### config.mk
export PLATFORM = sky130hd
export DESIGN_NAME = fnd_count_scheduler_flat
export DESIGN_NICKNAME = d
export VERILOG_FILES = /design/src/rtl/fnd_count_scheduler_if.sv /design/src/rtl/fnd_count_scheduler.sv /design/src/flat_wrapper.sv
export SDC_FILE = /design/constraint.sdc
export NUM_CORES = 1
export LEC_CHECK = 0
export CELL_PAD_IN_SITES_DETAIL_PLACEMENT = 0
export CELL_PAD_IN_SITES_GLOBAL_PLACEMENT = 1
export CORE_MARGIN = 2
export CORE_UTILIZATION = 29
export CTS_CLUSTER_DIAMETER = 80
export CTS_CLUSTER_SIZE = 16
export DETAILED_ROUTE_END_ITERATION = 6
export PLACE_DENSITY_LB_ADDON = 0.1
export SETUP_SLACK_MARGIN = 0.5
export SYNTH_ARGS = -nofsm -noshare
export SYNTH_HDL_FRONTEND = slang
export SYNTH_SLANG_ARGS = --single-unit
### constraint.sdc
create_clock -name i_clk -period 2.41 [get_ports i_clk]
set_input_delay 0.723 -clock i_clk [delete_from_list [all_inputs] [get_ports i_clk]]
set_output_delay 0.723 -clock i_clk [all_outputs]
set_load 0.01 [all_outputs]
### src/rtl/fnd_count_scheduler_if.sv
// fnd_count_scheduler_if: run/clear/direction controls in, packed-BCD count, tick/wrap pulses and digit scan out
interface fnd_count_scheduler_if;
    logic        i_run;
    logic        i_clear;
    logic        i_up_down;
    logic [15:0] o_count;
    logic        o_running;
    logic        o_count_tick;
    logic        o_wrap;
    logic [3:0]  o_digit_sel;
    logic [3:0]  o_bcd;
    modport master (
        output i_run, i_clear, i_up_down,
        input  o_count, o_running, o_count_tick, o_wrap, o_digit_sel, o_bcd
    );
    modport slave (
        input  i_run, i_clear, i_up_down,
        output o_count, o_running, o_count_tick, o_wrap, o_digit_sel, o_bcd
    );
endinterface

### src/rtl/fnd_count_scheduler.sv
// fnd_count_scheduler: IDLE/RUN/PAUSE sequencer for a 4-digit BCD up/down counter with count and scan enables; ports i_clk, i_reset, bus (slave)
module fnd_count_scheduler #(
    parameter int COUNT_DIV = 10_000_000,
    parameter int SCAN_DIV  = 100_000
) (
    input logic                 i_clk,
    input logic                 i_reset,
    fnd_count_scheduler_if.slave bus
);
    localparam int CW = $clog2(COUNT_DIV);
    localparam int SW = $clog2(SCAN_DIV);
    typedef enum logic [1:0] {IDLE, RUN, PAUSE} state_t;
    state_t        state_q, state_d;
    logic [CW-1:0] cpre_q, cpre_d;
    logic [SW-1:0] spre_q, spre_d;
    logic [15:0]   count_q, count_d, count_nx;
    logic [1:0]    idx_q, idx_d;
    logic [3:0]    sel_q, sel_d, nib;
    logic          tick_q, tick_d, wrap_q, wrap_d, run_q, run_d, cy, wrap_nx, c_last, s_last;
    always_comb begin
        count_nx = count_q;
        cy = 1'b1;
        nib = '0;
        for (int i = 0; i < 4; i++) begin
            nib = count_q[4*i +: 4];
            count_nx[4*i +: 4] = !cy ? nib :
                                 bus.i_up_down ? (nib == 4'd9 ? 4'd0 : nib + 4'd1) :
                                                 (nib == 4'd0 ? 4'd9 : nib - 4'd1);
            cy = cy & (bus.i_up_down ? nib == 4'd9 : nib == 4'd0);
        end
        wrap_nx = cy;
    end
    always_comb begin
        state_d = state_q;
        cpre_d  = cpre_q;
        count_d = count_q;
        tick_d  = 1'b0;
        wrap_d  = 1'b0;
        c_last  = cpre_q == CW'(COUNT_DIV - 1);
        if (bus.i_clear) begin
            state_d = IDLE;
            cpre_d  = '0;
            count_d = '0;
        end else if (bus.i_run) begin
            state_d = state_q == RUN ? PAUSE : RUN;
            cpre_d  = state_q == IDLE ? '0 : cpre_q;
        end else if (state_q == RUN) begin
            cpre_d  = c_last ? '0 : cpre_q + CW'(1);
            count_d = c_last ? count_nx : count_q;
            tick_d  = c_last;
            wrap_d  = c_last & wrap_nx;
        end
        run_d  = state_d == RUN;
        s_last = spre_q == SW'(SCAN_DIV - 1);
        spre_d = s_last ? '0 : spre_q + SW'(1);
        idx_d  = idx_q + {1'b0, s_last};
        sel_d  = ~(4'b0001 << idx_d);
    end
    always_ff @(posedge i_clk) begin
        if (i_reset) begin
            state_q <= IDLE;
            cpre_q  <= '0;
            spre_q  <= '0;
            count_q <= '0;
            idx_q   <= '0;
            sel_q   <= 4'b1110;
            tick_q  <= 1'b0;
            wrap_q  <= 1'b0;
            run_q   <= 1'b0;
        end else begin
            state_q <= state_d;
            cpre_q  <= cpre_d;
            spre_q  <= spre_d;
            count_q <= count_d;
            idx_q   <= idx_d;
            sel_q   <= sel_d;
            tick_q  <= tick_d;
            wrap_q  <= wrap_d;
            run_q   <= run_d;
        end
    end
    assign bus.o_count      = count_q;
    assign bus.o_running    = run_q;
    assign bus.o_count_tick = tick_q;
    assign bus.o_wrap       = wrap_q;
    assign bus.o_digit_sel  = sel_q;
    assign bus.o_bcd        = count_q[{idx_q, 2'b00} +: 4];
endmodule
### src/flat_wrapper.sv
// flat-port wrapper written by rule: the top's interface ports become plain ports
module fnd_count_scheduler_flat 
#(
    parameter int COUNT_DIV = 10_000_000,
    parameter int SCAN_DIV  = 100_000
)
  (i_clk, i_reset, bus_i_run, bus_i_clear, bus_i_up_down, bus_o_count, bus_o_running, bus_o_count_tick, bus_o_wrap, bus_o_digit_sel, bus_o_bcd);
  fnd_count_scheduler_if bus_i ();
  input logic i_clk;
  input logic i_reset;
  input wire logic [$bits(bus_i.i_run)-1:0] bus_i_run;
  input wire logic [$bits(bus_i.i_clear)-1:0] bus_i_clear;
  input wire logic [$bits(bus_i.i_up_down)-1:0] bus_i_up_down;
  output wire logic [$bits(bus_i.o_count)-1:0] bus_o_count;
  output wire logic [$bits(bus_i.o_running)-1:0] bus_o_running;
  output wire logic [$bits(bus_i.o_count_tick)-1:0] bus_o_count_tick;
  output wire logic [$bits(bus_i.o_wrap)-1:0] bus_o_wrap;
  output wire logic [$bits(bus_i.o_digit_sel)-1:0] bus_o_digit_sel;
  output wire logic [$bits(bus_i.o_bcd)-1:0] bus_o_bcd;
  assign bus_i.i_run = bus_i_run;
  assign bus_i.i_clear = bus_i_clear;
  assign bus_i.i_up_down = bus_i_up_down;
  assign bus_o_count = bus_i.o_count;
  assign bus_o_running = bus_i.o_running;
  assign bus_o_count_tick = bus_i.o_count_tick;
  assign bus_o_wrap = bus_i.o_wrap;
  assign bus_o_digit_sel = bus_i.o_digit_sel;
  assign bus_o_bcd = bus_i.o_bcd;
  fnd_count_scheduler #(.COUNT_DIV(COUNT_DIV), .SCAN_DIV(SCAN_DIV)) u_core (.i_clk(i_clk), .i_reset(i_reset), .bus(bus_i));
endmodule
==> flow_metrics.env, run 1 <==
export IMPL_wl_per_cell_um=14.2
export IMPL_dpl_cell_count=685
export IMPL_hp_class="reg2reg"
export IMPL_synth_distinct_cells=60
export IMPL_fin_crit_ps=2130
export IMPL_critPathSlowestCell="mux4_2"
export IMPL_grt_pass1_vias=3301
export IMPL_ys_ff_latch=68
export IMPL_cts_made_buffers=9
export IMPL_synthToLayoutAreaGrowth_pct=46.1
export IMPL_vdd_drop_max_uv=302
export IMPL_drt_wl_total_mm=10.4
export IMPL_slowest_delay_ps=520
export IMPL_yosys_warnings=0
export IMPL_die_area_um2=13900
export IMPL_cts_root_buf="clkbuf_16"
export IMPL_synth_nets=473
export IMPL_dr_total_vias=3684
export IMPL_synthArstFlopShare_pct=0
export IMPL_yosys_top_cells_area="dfxtp_1 36%, nor2_1 5.3%, nand3_1 4.3%"
export IMPL_setup_viol=0
export IMPL_hold_viol_final=0
export IMPL_worstSetupPathType="reg2out"
export IMPL_ios=32
export IMPL_first_pass_iters=4
export IMPL_power_density_nw_per_um2=491
export IMPL_fmax_ghz=0.470
export IMPL_crit_end="bus_o_bcd[1]"
export IMPL_synth_flop_cell="dfxtp_1"
export IMPL_core_area_um2=12700
export IMPL_die_width_um=118
export IMPL_start_util_pct=29.7
export IMPL_drc_errors=0
export IMPL_rsz0062_at_grt="true"
export IMPL_viasPerCell=5.03
export IMPL_drive_above_1_share_pct=31.9
export IMPL_die_h_um=118
export IMPL_startpoint="u_core.idx_q[0]"
export IMPL_cts_htree_levels=3
export IMPL_final_util_pct=43.4
export IMPL_clk_path_buf_depth=2
export IMPL_rows=41
export IMPL_worstMarginPinSlew_ps=516
export IMPL_nets=564
export IMPL_slew_headroom_pct=65.4
export IMPL_reg2reg_slack_ps=390
export IMPL_synth_edf_count=0
export IMPL_grt_pass1_wl_mm=17.1
export IMPL_clock_skew_ps=6.33
export IMPL_yosysTopAreaCell="dfxtp_1"
export IMPL_path_max_fanout=5
export IMPL_antenna_found_initial=0
export IMPL_ctsHoldBuffers=0
export IMPL_hpwl_mm=7.19
export IMPL_required_ps=1690
export IMPL_port_buffers=31
export IMPL_overflow=0
export IMPL_seq_area_frac_synth_pct=36.2
export IMPL_drv_slew=0
export IMPL_worst_setup_path_end_kind="output pin"
export IMPL_synth_top_area_share_pct=36.2
export IMPL_maxCapViolCount=0
export IMPL_syn_inst=465
export IMPL_startpoint_type="flop"
export IMPL_diodes=0
export IMPL_clk_insertion_delay_late_ps=340
export IMPL_instances_no_fill=733
export IMPL_numClockSinks=68
export IMPL_netlist_area_um2=3760
export IMPL_synth_area_per_cell_um2=8.10
export IMPL_grt_use_total_pct=15.2
export IMPL_reg2reg_depth=6
export IMPL_clk_pin_slew_worst_paths_ps=60
export IMPL_worst_r2r_endpoint="u_core.bus.o_count[9]"
export IMPL_cts_tree="yes"
export IMPL_r2r_start="u_core.bus.o_count[0]"
export IMPL_cp_cell_sequence="mux4_2 -> buf_6"
export IMPL_power_leakage_nw=2.01
export IMPL_status="finished clean"
export IMPL_grt_max_degree=23
export IMPL_period_share_pct=88.2
export IMPL_initialDrtViolationCount=225
export IMPL_gp_congestion=0.776
export IMPL_crit_arrival_ps=1400
export IMPL_ant_nets=0
-- layer usage --
metal,routed length (um),vias up,track usage (%)
li1,-,1871,-
met1,5200,1749,20.4
met2,4750,52,23.8
met3,331,12,4.02
met4,147,0,4.97
met5,0,-,0
-- layout make-up --
class,instances,area (um^2)
Inverter,16,60.1
Clock buffer,10,229
Sequential cell,68,1410
Clock inverter,6,90.1
Multi-Input combinational cell,348,2420
Timing Repair Buffer,113,1070
Fill cell,1277,7170
Tap cell,172,215
-- sequential cells by signal (all words and copies together), names as in the netlist --
register                 flops
u_core.cpre_q               24
u_core.bus.o_digit_sel       4
u_core.state_q               2
u_core.bus.o_running         1
u_core.spre_q               17
u_core.bus.o_wrap            1
u_core.bus.o_count_tick      1
u_core.bus.o_count          16
u_core.idx_q                 2
-- worst max-delay path, delay by kind of cell, from the launching register on --
kind | cells | cell delay [ps]
multiplexers | 1 | 520
buffers and inverters | 1 | 140
flip-flops | 1 | 400
-- kinds of logic (layout without fill, tap and decap cells) --
kind of cell	after synthesis	after routing	share of synthesized area (%)
simple gates	206	206	29.2
compound gates	103	103	18.1
flops	68	68	36.2
buf+inv	49	145	5.62
xor+xnor	28	28	6.51
mux	8	8	3.46
fa+ha+maj	3	3	0.997
-- where the power goes --
group / internal (mW) / switching (mW) / total, mW / leakage, nW
sequential: 1.13 / 0.00783 / 1.13 / 0.564
combinational: 0.0693 / 0.0778 / 0.147 / 1.29
clock: 0.907 / 0.511 / 1.42 / 0.153
-- what timing repair did --
action	CTS	global route
pin swaps	27	26
endpoints found under the hold margin	0	0
gates cloned	2	1
endpoints found under the setup margin	69	53
setup buffers	17	12
gates resized for setup	105	54
-- cell usage after synthesis (all sizes together) (3+ instances only) --
cell    number
nor2        53
or4          9
dfxtp       68
nand3       33
nand4       10
buf         10
xnor2       16
a31oi       12
mux2i        4
nor2b        4
a22oi        5
o31ai        6
a21oi       25
o21ai       26
mux4         4
and2         6
nor3        16
or2          5
and3         8
inv         16
clkbuf      23
or3          7
o211ai       6
nor4         7
nand2b       7
ha           3
nand2       30
xor2        12
-- layout by cell type (no fill, tap or decap), types with 5 or more instances in the layout --
master	n
xnor2_1	15
dfxtp_2	21
a21oi_1	24
o21ai_1	7
inv_1	16
a22oi_1	5
or4_1	6
buf_4	58
nand4_1	9
clkbuf_16	10
dlygate4sd2_1	18
o31ai_1	6
a31oi_1	12
o211ai_1	6
nand3_1	29
or3_1	6
clkdlybuf4s15_1	6
xor2_1	12
nand2_1	29
dfxtp_4	6
and2_1	5
nand2b_1	7
buf_6	22
o21ai_0	16
nor3_1	13
and3_1	7
nor2_1	49
dfxtp_1	41
-- stage by stage --
step	total power [mW]	hold slack, ps	setup slack [ps]	TNS, ps	cell area, um^2
after floorplan	1.23	430	125	0	3800
after global placement	1.29	446	-412	-6640	4590
after detailed placement	1.29	453	-424	-6760	4590
after CTS	2.74	466	259	0	5210
after global routing	2.80	488	228	0	5500
final	2.70	463	284	0	5500
-- how the worst min path moves through the flow --
stage                                start                to  slack [ps]  cells after the start
after floorplan           u_core.spre_q[0]  u_core.spre_q[0]         430                      1
after global placement    u_core.spre_q[0]  u_core.spre_q[0]         450                      1
after detailed placement  u_core.spre_q[0]  u_core.spre_q[0]         450                      1
after CTS                 u_core.spre_q[0]  u_core.spre_q[0]         470                      1
after global routing      u_core.spre_q[0]  u_core.spre_q[0]         490                      1
final                     u_core.spre_q[0]  u_core.spre_q[0]         460                      1
Note: power is estimated with default switching activity, not from simulation.
==> inputs of run 2 (changes only) <==
--- a/config.mk
+++ b/config.mk
@@ -7,6 +7,7 @@
 export LEC_CHECK = 0
 export CELL_PAD_IN_SITES_DETAIL_PLACEMENT = 0
 export CELL_PAD_IN_SITES_GLOBAL_PLACEMENT = 1
+export CORE_ASPECT_RATIO = 0.9
 export CORE_MARGIN = 2
 export CORE_UTILIZATION = 29
 export CTS_CLUSTER_DIAMETER = 80
==> flow_metrics.env, run 2 (synthesis results as in run 1) <==
export IMPL_status="finished clean"
export IMPL_required_ps=1690
export IMPL_setup_viol=0
export IMPL_cts_tree="yes"
export IMPL_clk_pin_slew_worst_paths_ps=60
export IMPL_power_leakage_nw=2.12
export IMPL_overflow=0
export IMPL_hp_class="reg2reg"
export IMPL_largest_register_ffs=24
export IMPL_grt_use_total_pct=16.5
export IMPL_instances_no_fill=736
export IMPL_path_delay_family="multiplexers"
export IMPL_startpoint="u_core.idx_q[0]"
export IMPL_die_width_um=124
export IMPL_gp_congestion=0.810
export IMPL_fin_tns_setup_ps=0
export IMPL_clk_path_buf_depth=2
export IMPL_die_h_um=112
export IMPL_cts_made_buffers=9
export IMPL_power_density_nw_per_um2=503
export IMPL_critPathBufInv=1
export IMPL_grtUsageMet2_pct=23.5
export IMPL_fin_crit_ps=2150
export IMPL_startpoint_type="flop"
export IMPL_cp_cell_sequence="mux4_2 -> buf_6"
export IMPL_largest_register="u_core.cpre_q"
export IMPL_fmax_ghz=0.466
export IMPL_initialDrtViolationCount=207
export IMPL_grt_max_degree=38
export IMPL_numClockSinks=68
export IMPL_hold_slack_ps=464
export IMPL_worstSetupPathType="reg2out"
export IMPL_nets=575
export IMPL_drc_errors=0
export IMPL_holdCritStartpoint="u_core.spre_q[0]"
export IMPL_worstMarginPinSlew_ps=488
export IMPL_cts_root_buf="clkbuf_16"
export IMPL_synthToLayoutAreaGrowth_pct=50.3
export IMPL_grt_pass1_vias=3471
export IMPL_ctsHoldBuffers=0
export IMPL_critPathSlowestCell="mux4_2"
export IMPL_antenna_found_initial=0
export IMPL_clock_skew_ps=6.06
export IMPL_viasPerCell=5.04
export IMPL_hpwl_mm=7.28
export IMPL_slowest_delay_ps=540
export IMPL_dpl_cell_count=680
export IMPL_port_buffers=31
export IMPL_path_max_fanout=5
export IMPL_clk_insertion_delay_late_ps=340
export IMPL_start_util_pct=29.7
export IMPL_drive_above_1_share_pct=35.0
export IMPL_r2r_start="u_core.bus.o_count[7]"
export IMPL_grt_use_met3_pct=4.32
export IMPL_rows=39
export IMPL_final_common_cell="buf_4"
export IMPL_worst_setup_path_end_kind="output pin"
export IMPL_wl_per_cell_um=15.0
export IMPL_first_pass_iters=4
export IMPL_core_area_um2=12700
export IMPL_crit_arrival_ps=1420
export IMPL_dr_total_vias=3708
export IMPL_maxCapViolCount=0
export IMPL_final_cell_mix="70 x buf_4, 48 x nor2_1, 37 x dfxtp_1"
export IMPL_period_share_pct=89.0
export IMPL_slew_headroom_pct=67.4
export IMPL_ios=32
export IMPL_die_area_um2=13900
export IMPL_hold_viol_final=0
export IMPL_diodes=0
export IMPL_grt_pass1_wl_mm=17.9
export IMPL_ant_nets=0
export IMPL_cts_htree_levels=3
export IMPL_drt_wl_total_mm=11.1
export IMPL_drv_slew=0
export IMPL_vdd_drop_max_uv=379
export IMPL_busiest_layer="met1"
export IMPL_rsz0062_at_grt="true"
export IMPL_gr_usage_met1_pct=24.1
run 2: cell count changes in the layout (fill, tap and decap cells not counted), moves of 3 or more:
cell,before,now
buf_4,58,70
dfxtp_1,41,37
dfxtp_2,21,24
or3_1,6,3
or3_4,1,4
run 2: layout make-up:
type / count / area, um^2
multi-input combinational: 348 / 2460
clock inverter: 6 / 110
sequential: 68 / 1420
clock buffer: 10 / 239
inverter: 16 / 60.1
fill: 1296 / 7030
timing repair buffer: 124 / 1160
tap: 164 / 205
run 2: path summary, 6_finish.rpt:
path	endpoint	slack (ps)	cells past startpoint
setup / recovery	bus_o_bcd[2]	260	2
hold / removal	u_core.spre_q[0]	460	1
setup reg to reg	u_core.bus.o_count[13]	440	8
hold reg to reg	u_core.spre_q[0]	460	1
run 2: worst reg2reg max path: stages (launching register included):
cell	delay, ps
dfxtp_1	320
buf_6	140
or3_4	360
a211oi_2	180
buf_4	150
nand4_4	130
buf_6	160
or4_1	390
o21ai_1	80
run 2: per-stage QoR:
stage / worst slack, ps / utilization, % / instance area (um^2) / power [mW]
final: 265 / 44.6 / 5660 / 2.85
after global routing: 209 / 44.6 / 5660 / 2.95
after CTS: 254 / 41.6 / 5280 / 2.88
after detailed placement: -417 / 36.3 / 4600 / 1.30
after global placement: -387 / 36.3 / 4600 / 1.30
after floorplan: 125 / - / 3800 / 1.23
run 2: power by group:
group / total (mW) / internal [mW] / switching (mW) / leakage (nW)
clock: 1.56 / 1.04 / 0.525 / 0.173
combinational: 0.154 / 0.0735 / 0.0806 / 1.38
sequential: 1.13 / 1.12 / 0.00740 / 0.567
total: 2.85 / 2.24 / 0.613 / 2.12
run 2: routing by layer:
layer  wire [um]  vias to the layer above
met5           0                        -
met1        5710                     1757
met2        4830                       56
met3         410                        6
met4         106                        0
li1            -                     1889
run 2: what timing repair did:
item,in CTS,in global routing
cloned,2,1
pin swaps,22,30
setup buffers,18,19
endpoints found under the setup margin,69,51
gates resized for setup,103,65
==> inputs of run 3 (changes only) <==
--- a/config.mk
+++ b/config.mk
@@ -13,8 +13,10 @@
 export CTS_CLUSTER_DIAMETER = 80
 export CTS_CLUSTER_SIZE = 16
 export DETAILED_ROUTE_END_ITERATION = 6
+export HOLD_SLACK_MARGIN = 0.12
 export PLACE_DENSITY_LB_ADDON = 0.1
 export SETUP_SLACK_MARGIN = 0.5
+export SKIP_CTS_REPAIR_TIMING = 1
 export SYNTH_ARGS = -nofsm -noshare
 export SYNTH_HDL_FRONTEND = slang
 export SYNTH_SLANG_ARGS = --single-unit
==> flow_metrics.env, run 3 (synthesis results as in run 1) <==
export IMPL_grt_use_total_pct=15.8
export IMPL_first_pass_iters=4
export IMPL_hpwl_mm=7.28
export IMPL_path_max_fanout=5
export IMPL_hp_class="reg2reg"
export IMPL_maxCapViolCount=0
export IMPL_gp_congestion=0.810
export IMPL_p_int_mw=2.24
export IMPL_p_switching_uw=606
export IMPL_multi_input_area_um2=2540
export IMPL_holdCritStartpoint="u_core.spre_q[0]"
export IMPL_final_common_cell="buf_4"
export IMPL_grt_pass1_wl_mm=17.2
export IMPL_ant_nets=0
export IMPL_rows=39
export IMPL_cts_htree_levels=3
export IMPL_final_util_pct=44.9
export IMPL_drv_slew=0
export IMPL_largest_register_ffs=24
export IMPL_clk_path_buf_depth=2
export IMPL_required_ps=1690
export IMPL_fmax_ghz=0.461
export IMPL_ios=32
export IMPL_drc_errors=0
export IMPL_drive_above_1_share_pct=34.5
export IMPL_grt_max_degree=38
export IMPL_regArea_um2=1420
export IMPL_vdd_drop_max_uv=376
export IMPL_power_mw=2.84
export IMPL_critPathSlowestCell="mux4_2"
export IMPL_core_area_um2=12700
export IMPL_nets=566
export IMPL_fillers=1256
export IMPL_p_sw_share_pct=21.3
export IMPL_wl_per_cell_um=15.0
export IMPL_cts_root_buf="clkbuf_16"
export IMPL_clock_skew_ps=6.09
export IMPL_setup_viol=0
export IMPL_worstMarginPinSlew_ps=463
export IMPL_crit_arrival_ps=1450
export IMPL_power_density_nw_per_um2=499
export IMPL_antenna_found_initial=0
export IMPL_dr_total_vias=3712
export IMPL_fin_crit_ps=2170
export IMPL_dpl_cell_count=680
export IMPL_startpoint_type="flop"
export IMPL_combinationalPowerShare_pct=5.5
export IMPL_start_util_pct=29.7
export IMPL_p_seq_share_pct=39.7
export IMPL_die_width_um=124
export IMPL_drt_wl_total_mm=10.9
export IMPL_initialDrtViolationCount=197
export IMPL_hold_viol_final=0
export IMPL_final_cell_mix="70 x buf_4, 50 x nor2_1, 40 x dfxtp_1"
export IMPL_clk_pin_slew_worst_paths_ps=60
export IMPL_hold_end="u_core.spre_q[0]"
export IMPL_clk_insertion_delay_late_ps=340
export IMPL_rsz0062_at_grt="true"
export IMPL_reg2reg_depth=7
export IMPL_numClockSinks=68
export IMPL_cts_made_buffers=9
export IMPL_r2r_start="u_core.bus.o_count[4]"
export IMPL_pwr_share_clk_pct=54.7
export IMPL_die_area_um2=13900
export IMPL_viasPerCell=5.11
export IMPL_port_buffers=31
export IMPL_min_path_cells=1
export IMPL_status="finished clean"
export IMPL_diodes=0
export IMPL_power_leakage_nw=2.38
export IMPL_worst_r2r_endpoint="u_core.bus.o_count[14]"
export IMPL_instances_no_fill=727
export IMPL_slowest_delay_ps=520
export IMPL_die_h_um=112
export IMPL_slew_headroom_pct=69.0
export IMPL_worst_setup_path_end_kind="output pin"
export IMPL_cp_cell_sequence="mux4_2 -> dlymetal6s2s_1"
export IMPL_grt_pass1_vias=3326
export IMPL_reg2reg_slack_ps=450
export IMPL_largest_register="u_core.cpre_q"
export IMPL_synthToLayoutAreaGrowth_pct=51.2
export IMPL_worstSetupPathType="reg2out"
export IMPL_cts_tree="yes"
export IMPL_period_share_pct=90.0
export IMPL_overflow=0
run 3: worst max-delay path by stage:
| stage | start | end | slack (ps) | cells after the start |
|---|---|---|---|---|
| floorplan | bus_i_run | u_core.bus.o_count[12] | 130 | 7 |
| global placement | bus_i_up_down | u_core.bus.o_count[9] | -390 | 6 |
| detailed placement | bus_i_up_down | u_core.bus.o_count[7] | -420 | 7 |
| CTS | u_core.idx_q[0] | bus_o_bcd[2] | -250 | 2 |
| global route | u_core.idx_q[0] | bus_o_bcd[3] | 180 | 2 |
| finish | u_core.idx_q[0] | bus_o_bcd[3] | 240 | 2 |
run 3: cell type report:
class	count	area share (%)
Timing Repair Buffer	115	19.7
Multi-Input combinational cell	348	44.6
Inverter	16	1.05
Tap cell	164	3.60
Clock buffer	10	4.20
Clock inverter	6	1.93
Sequential cell	68	24.9
run 3: power by group through the flow:
stage	logic, mW	registers (mW)	clock network [mW]
floorplan	0.0706	1.16	0
global placement	0.135	1.16	0
detailed placement	0.135	1.16	0
CTS	0.136	1.14	1.60
global route	0.172	1.13	1.65
finish	0.157	1.13	1.56
run 3: critical path, delay by kind of cell (launching register included):
family / cells / cell delay (ps)
mux: 1 / 520
flops: 1 / 390
buf+inv: 1 / 190
run 3: layer usage:
| layer | track usage, % | share of wire (%) | wire length, um |
|---|---|---|---|
| met4 | 5.02 | 1.3 | 138 |
| met2 | 21.8 | 43 | 4740 |
| met3 | 4.27 | 4.2 | 456 |
| met1 | 23.5 | 51 | 5570 |
| met5 | 0 | 0 | 0 |
run 3: per-stage QoR:
stage	TNS (ps)	cell area, um^2	setup slack [ps]	hold WS (ps)
after floorplan	0	3800	125	430
after global placement	-6900	4600	-387	448
after detailed placement	-7150	4600	-417	459
after CTS	-1180	4950	-253	473
after global routing	0	5690	178	503
final	0	5690	241	464
